### config.mk
export PLATFORM = sky130hd
export DESIGN_NAME = weighted_rr_arbiter
export DESIGN_NICKNAME = d
export VERILOG_FILES = /design/src/rtl/weighted_rr_arbiter.sv
export SDC_FILE = /design/constraint.sdc
export NUM_CORES = 1
export LEC_CHECK = 0
export ABC_AREA = 1
export CAP_MARGIN = 15
export CORE_AREA = 2 2 55 62
export CTS_CLUSTER_DIAMETER = 80
export DETAILED_ROUTE_END_ITERATION = 8
export DIE_AREA = 0 0 57 64
export PLACE_DENSITY_LB_ADDON = 0.25
export SYNTH_ARGS = -nofsm -noshare
export SYNTH_HDL_FRONTEND = slang
export SYNTH_SLANG_ARGS = --single-unit
### constraint.sdc
create_clock -name clk -period 3.8 [get_ports clk]
set_clock_uncertainty 0.05 [all_clocks]
set_input_delay 0.76 -clock clk [delete_from_list [all_inputs] [get_ports clk]]
set_output_delay 0.76 -clock clk [all_outputs]
set_load 0.1 [all_outputs]
### src/rtl/weighted_rr_arbiter.sv
// Weighted round-robin arbiter with packet-hold locking.
// An agent may win up to its weight in consecutive completed transactions
// before priority moves on. While hold_i is asserted, the current grantee
// stays locked until it completes a transaction.
module weighted_rr_arbiter #(
    parameter int AGENTS_NUM   = 4,
    parameter int WEIGHT_WIDTH = 3
) (
    input  logic                               clk,
    input  logic                               rst,
    input  logic [AGENTS_NUM-1:0]              requests_i,
    input  logic [AGENTS_NUM*WEIGHT_WIDTH-1:0] weights_i,
    input  logic                               hold_i,
    output logic [AGENTS_NUM-1:0]              grants_o,
    output logic                               locked_o
);

    localparam int AGENTS_PTR_SIZE = $clog2(AGENTS_NUM);

    typedef logic [AGENTS_PTR_SIZE-1:0] ptr_t;
    typedef logic [WEIGHT_WIDTH-1:0]    weight_t;
    typedef enum logic {MODE_UNLOCKED, MODE_LOCKED} mode_e;

    ptr_t    ptr_q, ptr_d;
    weight_t credit_q, credit_d;
    mode_e   mode_q, mode_d;
    ptr_t    lockAgent_q, lockAgent_d;

    ptr_t    grantIdx;
    logic    grantValid;
    weight_t creditUsed;
    ptr_t    successor;

    // A programmed weight of zero is treated as one so every agent gets a turn.
    function automatic weight_t effWeight(input ptr_t idx,
                                          input logic [AGENTS_NUM*WEIGHT_WIDTH-1:0] w);
        weight_t result;
        result = '0;
        for (int i = 0; i < AGENTS_NUM; i++) begin
            if (ptr_t'(i) == idx) begin
                result = w[i*WEIGHT_WIDTH +: WEIGHT_WIDTH];
            end
        end
        if (result == '0) begin
            result = weight_t'(1);
        end
        return result;
    endfunction

    // Cyclic successor; wraps explicitly so non-power-of-two agent counts work.
    function automatic ptr_t nextAgent(input ptr_t idx);
        return (idx == ptr_t'(AGENTS_NUM - 1)) ? '0 : idx + ptr_t'(1);
    endfunction

    // Pick the winner: the lock owner while locked, otherwise the first
    // requester in cyclic order starting at the priority pointer.
    always_comb begin
        ptr_t cand;
        grantValid = 1'b0;
        grantIdx   = lockAgent_q;
        cand       = ptr_q;
        if (mode_q == MODE_LOCKED) begin
            grantValid = requests_i[lockAgent_q];
            grantIdx   = lockAgent_q;
        end else begin
            for (int k = 0; k < AGENTS_NUM; k++) begin
                if (!grantValid && requests_i[cand]) begin
                    grantValid = 1'b1;
                    grantIdx   = cand;
                end
                cand = nextAgent(cand);
            end
        end
    end

    // Decode the winner index into a one-hot grant vector.
    always_comb begin
        grants_o = '0;
        if (grantValid) begin
            grants_o[grantIdx] = 1'b1;
        end
    end

    // Next-state: a held grant locks the winner; a completed grant spends one
    // credit, reloading from the weights when the pointer's credit runs out.
    always_comb begin
        ptr_d       = ptr_q;
        credit_d    = credit_q;
        mode_d      = mode_q;
        lockAgent_d = lockAgent_q;
        successor   = nextAgent(grantIdx);
        creditUsed  = ((grantIdx == ptr_q) && (credit_q != '0)) ? credit_q
                                                               : effWeight(grantIdx, weights_i);
        if (grantValid) begin
            if (hold_i) begin
                mode_d      = MODE_LOCKED;
                lockAgent_d = grantIdx;
            end else begin
                mode_d = MODE_UNLOCKED;
                if (creditUsed > weight_t'(1)) begin
                    ptr_d    = grantIdx;
                    credit_d = creditUsed - weight_t'(1);
                end else begin
                    ptr_d    = successor;
                    credit_d = effWeight(successor, weights_i);
                end
            end
        end
    end

    // State registers; reset drops any lock immediately.
    always_ff @(posedge clk or negedge rst) begin
        if (!rst) begin
            ptr_q       <= '0;
            credit_q    <= '0;
            mode_q      <= MODE_UNLOCKED;
            lockAgent_q <= '0;
        end else begin
            ptr_q       <= ptr_d;
            credit_q    <= credit_d;
            mode_q      <= mode_d;
            lockAgent_q <= lockAgent_d;
        end
    end

    assign locked_o = (mode_q == MODE_LOCKED);

endmodule
# Word level (Yosys, flattened, before mapping)
# Index checks and enable logic that the tools add are counted.
# W data, S select, Z words.
dict set report op_classes {
  shift 0
  eq_ne 11
  multipliers 0
  n_addsub 5
  div 0
  reduce_logical 15
  n_bitwise 1
  n_mux 47
  n_lt_le_gt_ge 8
}
# cell count
set op_table {}
lappend op_table {{$mux W3} 15}
lappend op_table {{$mux W2} 10}
lappend op_table {{$lt A2 B3 Y1 const B} 6}
lappend op_table {{$mux W1} 15}
lappend op_table {{$bmux W1 S2} 5}
lappend op_table {{$add A2 B1 Y2 const B} 4}
lappend op_table {{$eq A2 B2 Y1 const A} 4}
lappend op_table {{$eq A2 B2 Y1 const B} 4}
lappend op_table {{$logic_not A3 Y1} 2}
lappend op_table {{$logic_and A1 B1 Y1} 5}
lappend op_table {{$eq A1 B2 Y1 const A} 2}
lappend op_table {{$logic_not A2 Y1} 2}
lappend op_table {{$mux W4} 1}
lappend op_table {{$reduce_and A2 Y1} 2}
lappend op_table {{$gt A3 B1 Y1 const B} 1}
lappend op_table {{$logic_not A1 Y1} 3}
lappend op_table {{$reduce_bool A3 Y1} 1}
lappend op_table {{$sub A3 B1 Y3 const B} 1}
lappend op_table {{$demux W1 S2} 1}
lappend op_table {{$eq A2 B2 Y1} 1}
lappend op_table {{$ge A2 B1 Y1 const B} 1}
lappend op_table {{$not A1 Y1} 1}
dict set report word_totals {
  register_bits 8
  mem_bits_ro 0
  input_bits 19
  output_inout_bits 5
  memories 0
  ramBits 0
  latchBits 0
}

# Longest topological paths before layout
# Gate-level depths: netlist of the first run.
dict set report logic_depth {
  word_depth 31
  ltp_mapped 31
}

# Least setup slack after synthesis of the first run
# No wires, ideal clock.
dict set report synth_path {
  kind {input to output}
  from {input port requests_i[2]}
  to {output port grants_o[1]}
  path_buffers 1
  required_ps 2990
  t_arrival_ps 3463
  setup_slack_ps -473
  cell_stages 15
  cell_sequence {inv_1 > nand2_2 > nand3_2 > nand2_4 > nor2_8 > nand2_2 > o21ai_2 > inv_1 > nand2_2 > nand2_2 > inv_1 > ha_1 > clkbuf_1 > inv_1 > nor2_1}
}
dict set report synth_via {
  elab_chain_cells 21
}
# element line
set synth_lines {}
lappend synth_lines {{from (decl)} 11} ;# input logic [AGENTS_NUM-1:0] requests_i,
lappend synth_lines {{$bmux W1 S2} 67} ;# if (!grantValid && requests_i[cand]) begin
lappend synth_lines {{$mux W1 (not written as such)} 67}
lappend synth_lines {{$mux W1} 67}
lappend synth_lines {{$mux W1} 62} ;# if (mode_q == MODE_LOCKED) begin
lappend synth_lines {{$logic_not A1 Y1} 67}
lappend synth_lines {{$logic_and A1 B1 Y1} 67}
lappend synth_lines {{$mux W1} 67}
lappend synth_lines {{$mux W1} 62}
lappend synth_lines {{(+6 left out)} n/a}
lappend synth_lines {{$mux W2 *} 67}
lappend synth_lines {{$mux W2 *} 62}
lappend synth_lines {{net grantIdx[1]} 29} ;# ptr_t grantIdx;
lappend synth_lines {{$lt A2 B3 Y1 (not written as such) / $ge A2 B1 Y1 (equally long branches)} 80} ;# grants_o[grantIdx] = 1'b1;
lappend synth_lines {{$logic_and A1 B1 Y1 (not written as such)} 80}
lappend synth_lines {{$mux W1 (not written as such)} 80}
lappend synth_lines {{$demux W1 S2 *} 80}
lappend synth_lines {{$mux W4 *} 79} ;# if (grantValid) begin
lappend synth_lines {{to (decl)} 14} ;# output logic [AGENTS_NUM-1:0] grants_o,
# The timed path passes the listed nets; every way through them passes the cells marked *. The select of a mux whose other input is x is not followed.

# Worst setup path after layout of the first run
dict set report layout_path {
  from {input port requests_i[1]}
  to {output port grants_o[2]}
}
dict set report layout_via {
  elab_chain_cells 21
}
# element line
set layout_lines {}
lappend layout_lines {{$bmux W1 S2} 67}
lappend layout_lines {{$mux W1 (not written as such)} 67}
lappend layout_lines {{$mux W1} 67}
lappend layout_lines {{$mux W1} 62}
lappend layout_lines {{$logic_not A1 Y1} 67}
lappend layout_lines {{$logic_and A1 B1 Y1} 67}
lappend layout_lines {{$mux W1} 67}
lappend layout_lines {{$mux W1} 62}
lappend layout_lines {{(+5 left out)} n/a}
lappend layout_lines {{$logic_and A1 B1 Y1} 67}
lappend layout_lines {{$mux W2} 67}
lappend layout_lines {{$mux W2} 62}
lappend layout_lines {{$lt A2 B3 Y1 (not written as such) / $ge A2 B1 Y1 (equally long branches)} 80}
lappend layout_lines {{$logic_and A1 B1 Y1 (not written as such)} 80}
lappend layout_lines {{$mux W1 (not written as such)} 80}
lappend layout_lines {{$demux W1 S2} 80}
lappend layout_lines {{$mux W4 *} 79}
# Mark *: on every way between the ends. The rest lies on a longest branch, timed or not. The select of a mux whose other input is x is not followed.

==> flow_summary.ini, run 1 <==
[logic_synthesis]
ys_ff_latch = 8
postSynthAreaPerCell_sq_um = 6.23
synthAdderAreaFrac = 0.0852
synth-xor-area-share = 0
synth_nets = 240
netlist_area_sq_um = 1320
synthSimpleGateAreaFrac = 0.499
synth_edf_count = 0
synthArstFlopShare = 1.00
muxShareOfSynthArea = 0
synth_compound_area_frac = 0.167
synth_top_family_by_area = simple AND/OR/NAND/NOR gates
synthDistinctLibCells = 28
synthFlopType = dfrtp_1
ys_warn_count = 0
ys_seq_area_frac = 0.152
syn_inst = 212

[placed_design]
numPortBuffers = 23
dpl_cell_area_sq_um = 1820
dp_hpwl_um = 2790
place.gp.congestion = 0.939
dp_cells = 293

[die]
dieArea_sq_um = 3650
start_util = 0.441
core-area_sq_um = 3000
num_rows = 21
die_y_um = 64
pin_count = 24
die_w_um = 57

[outcome]
status = finished, final reports clean

[clocking]
cts_sinks = 8
cts_max_level = 1
cts_tree = yes
clk_pin_slew_ps = 50
ctsLongestPathBuffers = 2
root_buffer = clkbuf_4
clock_latency_ps = 260
cts_buffers = 3

[sta]
setup_viol = 0
fin_crit_sh = 0.940
slew_headroom = 0.359
hold_violations = 0
fin_crit_ps = 3570
worstMarginPinSlew_ps = 958
rsz0062_at_grt = no
report.final.slew_viol_count = 0
max_freq_ghz = 0.280

[global_routing]
grt_pass1_vias = 1337
grt_max_degree = 10
antenna_found_initial = 0
grt_overflow_total = 0
track_usage = 0.195
grt_pass1_wl_um = 5800

[finish]
mostFrequentLayoutCells = nand2_1 (52), buf_4 (29), nand3_1 (23), inv_1 (22), nand2_2 (17)
diodes = 0
layout.cells.non_filler = 299
design_area_sq_um = 1990
mostFrequentLayoutCell = nand2_1
fin_util = 0.663
drive_above_1_share = 0.351
syn_to_final_growth_pct = 50.4
nets = 295

[detailed_routing]
remaining_drc_errors = 0
drt-pass1-iter-count = 4
drt-total-wl_um = 3530
drtAntennaViolNets = 0
vias = 1511
drtIter0Drc = 78
vias_per_cell = 5.05
wire_per_inst_um = 11.8

[flow_run]
drv_cap = 0

[critical_path]
critPathCaptureType = primary output
crit_path_start_kind = primary input
crit_fanout = 9
ff2ff_setup_slack_ps = 290
critPathKind = primary input to primary output
crit_required_ps = 2990
worstPathArrival_ps = 2760

[hold_path]
hold_path_class = flop to flop
-- sequential cells by signal, summed over array words and instances (netlist names) --
register and cells:
credit_q 3, lockAgent_q 2, locked_o 1, ptr_q 2
-- final timing paths --
kind | start | end | cells after the start
max in group asynchronous | rst | credit_q[0] | 1
hold / removal | credit_q[2] | credit_q[2] | 2
hold reg to reg | credit_q[2] | credit_q[2] | 2
min in group asynchronous | rst | lockAgent_q[1] | 1
setup reg to reg | ptr_q[0] | credit_q[2] | 27
setup / recovery | requests_i[1] | grants_o[2] | 18
-- worst max-delay path, stage by stage --
cell and delay (ps):
dlygate4sd2_1 270, nand2_2 80, nand2_1 80, nand2_2 80, nand2_4 70, nor2_8 150
nand3_1 90, nand2_1 70, inv_1 30, nand2_1 70, nand2_2 60, nand2_2 70
buf_4 140, ha_1 180, inv_2 80, buf_4 140, nor2_2 140, buf_12 190
-- area by class of cell --
cell class / count / area [sq um]
clock buffers: 3 / 22.5
fillers: 253 / 1010
inverters: 29 / 114
multi-input cells: 173 / 1120
flip-flops and latches: 8 / 200
well taps: 34 / 42.5
repair buffers: 52 / 487
-- cell usage after synthesis (2+ instances only) --
cell,n,area [sq um]
nor2_8,2,40.0
o31ai_1,2,15.0
nand2_1,60,225
inv_1,28,105
dfrtp_1,8,200
nor2_1,14,52.6
ha_1,9,113
nand2_4,8,90.1
a21oi_1,9,45.0
nand2_2,10,62.6
nand3_2,2,20.0
nand3_1,24,120
o21ai_0,19,95.1
o21ai_1,3,15.0
-- repair_timing --
| action | 4_1_cts | 5_1_grt |
|---|---|---|
| pin swaps | 6 | 12 |
| gates resized for setup | 21 | 24 |
| hold buffers | 0 | 0 |
| gates cloned | 0 | 0 |
| setup buffers | 2 | 1 |
| endpoints found under the setup margin | 9 | 9 |
-- per-stage QoR --
step,hold slack [ps],setup TNS (ps),worst slack (ps)
after CTS,479,0,1.14
after detailed placement,462,-2450,-471
after global routing,502,0,2.82
after floorplan,414,-18.8,-18.8
final,483,0,228
after global placement,450,-2200,-420
-- cells by family after synthesis --
logic type | count (synthesis)
simple gates | 126
compound gates | 38
buf+inv | 31
fa+ha+maj | 9
flops | 8
-- metal layers --
metal  global-route usage  up-vias  share of wire
met3               0.0364        4          0.049
met5                    0        -              0
li1                     -      808              -
met2                0.292       39           0.44
met1                0.287      660           0.50
met4               0.0436        0          0.011
Power of run 1 is left out: the tool's default activity adds up to more than one toggle a clock period on the data nets, which glitch-free logic cannot reach.
==> run 2: changes to the inputs <==
Settings changed: REMOVE_ABC_BUFFERS set to 1.
==> run 2 against run 1 <==
Effect of this change:
- non-clock buffer count increased by 8
- maximum frequency decreased by 1.3%
- design area increased by 1.9%
- utilization increased by 1.3 points
==> flow_summary.ini, run 2 (same netlist as run 1, synthesis figures left out) <==
[outcome]
status = finished, final reports clean

[finish]
mostFrequentLayoutCells = nand2_1 (58), buf_4 (37), nand3_1 (24), inv_1 (22)
mostFrequentLayoutCell = nand2_1
multiInputGateArea_sq_um = 1100
largest_registers = credit_q (3), lockAgent_q (2), ptr_q (2)
layout.cells.non_filler = 307
largest-register = credit_q
nets = 303
diodes = 0
regArea_sq_um = 200
n_fill_cell = 271
largest_register_ffs = 3
design_area_sq_um = 2020
syn_to_final_growth_pct = 53.2
drive_above_1_share = 0.348

[die]
die_w_um = 57
num_rows = 21
pin_count = 24
start_util = 0.441
die_y_um = 64
dieArea_sq_um = 3650
core-area_sq_um = 3000

[placed_design]
dp_cells = 299
place.gp.congestion = 0.918
dp_hpwl_um = 3080
numPortBuffers = 23
dpl_cell_area_sq_um = 1860
dp_slack_ps = -482

[detailed_routing]
wire_per_inst_um = 12.3
drtIter0Drc = 67
remaining_drc_errors = 0
drt-total-wl_um = 3780
vias = 1530
drtAntennaViolNets = 0
vias_per_cell = 4.98
drt-pass1-iter-count = 4

[sta]
fin_ws_ps = 182
report.final.slew_viol_count = 0
max_freq_ghz = 0.276
slew_headroom = 0.357
setup_viol = 0
setup_tns_ps = 0
fin_crit_ps = 3620
worstMarginPinSlew_ps = 961
hold_violations = 0
fin_crit_sh = 0.952

[clocking]
clk_pin_slew_ps = 50
cts_tree = yes
clock_latency_ps = 250
ctsLongestPathBuffers = 2
cts_max_level = 1
cts_sinks = 8
cts_buffers = 3
root_buffer = clkbuf_4

[critical_path]
critPathKind = primary input to flop
slowest_stage = dlygate4sd2_1
critPathCaptureType = flop
worstPathArrival_ps = 3710
crit_required_ps = 3890
crit_fanout = 4
crit_path_start_kind = primary input
crit_top_cell = nand2_1
max_stage_delay_ps = 250

[global_routing]
antenna_found_initial = 0
track_usage = 0.217
grt_max_degree = 10
grt_pass1_vias = 1520
grt_overflow_total = 0
grt_pass1_wl_um = 6380

[hold_path]
hold_path_class = flop to flop

[flow_run]
drv_cap = 0
## run 2: cell count changes in the layout (fill, tap and decap cells not counted), moves of 2 or more
cell            previous run  this run
nand2_1                   52        58
nand2_2                   17        11
dlygate4sd2_1              1         3
o21ai_1                    8         5
a21oi_1                    8         6
o21ai_0                   12        15
a21oi_2                    1         3
dlymetal6s2s_1             2         0
ha_2                       0         2
buf_4                     29        37
## run 2: final cells by class
cell class	count	share of cell area
Multi-Input combinational cell	173	0.544
Timing Repair Buffer	60	0.269
Sequential cell	8	0.0989
Inverter	29	0.0562
Tap cell	34	0.0210
Clock buffer	3	0.0111
## run 2: layer usage
layer | up-vias | share of wire | global-route usage
met4 | 0 | 0.012 | 0.0727
met2 | 39 | 0.48 | 0.346
met3 | 6 | 0.052 | 0.0526
met1 | 675 | 0.46 | 0.285
li1 | 810 | - | -
met5 | - | 0 | 0
## run 2: final timing paths
kind / to / depth (start not counted) / slack [ps] / start
max: credit_q[2] / 29 / 180 / requests_i[1]
min: lockAgent_q[0] / 2 / 470 / lockAgent_q[0]
max reg2reg: credit_q[2] / 29 / 280 / ptr_q[0]
min reg2reg: lockAgent_q[0] / 2 / 470 / lockAgent_q[0]
max in group asynchronous: ptr_q[0] / 1 / 2660 / rst
min in group asynchronous: lockAgent_q[0] / 1 / 750 / rst
## run 2: worst max-delay path, delay by kind of cell
| kind | cells | cell delay [ps] |
|---|---|---|
| AO/OA/AOI/OAI | 5 | 670 |
| buffers and inverters | 5 | 640 |
| adder cells (fa/ha/maj) | 2 | 330 |
| AND/OR/NAND/NOR | 17 | 1310 |
## run 2: timing repair
action	CTS	global route
endpoints found under the setup margin	9	6
setup buffers	4	1
pin swaps	12	2
hold buffers	0	0
resized for setup	34	6
## run 2: metrics by stage
step	utilization	hold slack, ps
final	0.676	466
after global routing	0.676	511
after CTS	0.667	477
after detailed placement	0.621	462
after global placement	0.621	446
after floorplan	-	414
Power of run 2 is left out for the same reason.
==> run 3: changes to the inputs <==
Settings changed: REMOVE_ABC_BUFFERS 1 to unset.
==> results of run 3 <==
Final layout, timing and power as in run 1 (identical DEF).
Power of run 3 is left out for the same reason.
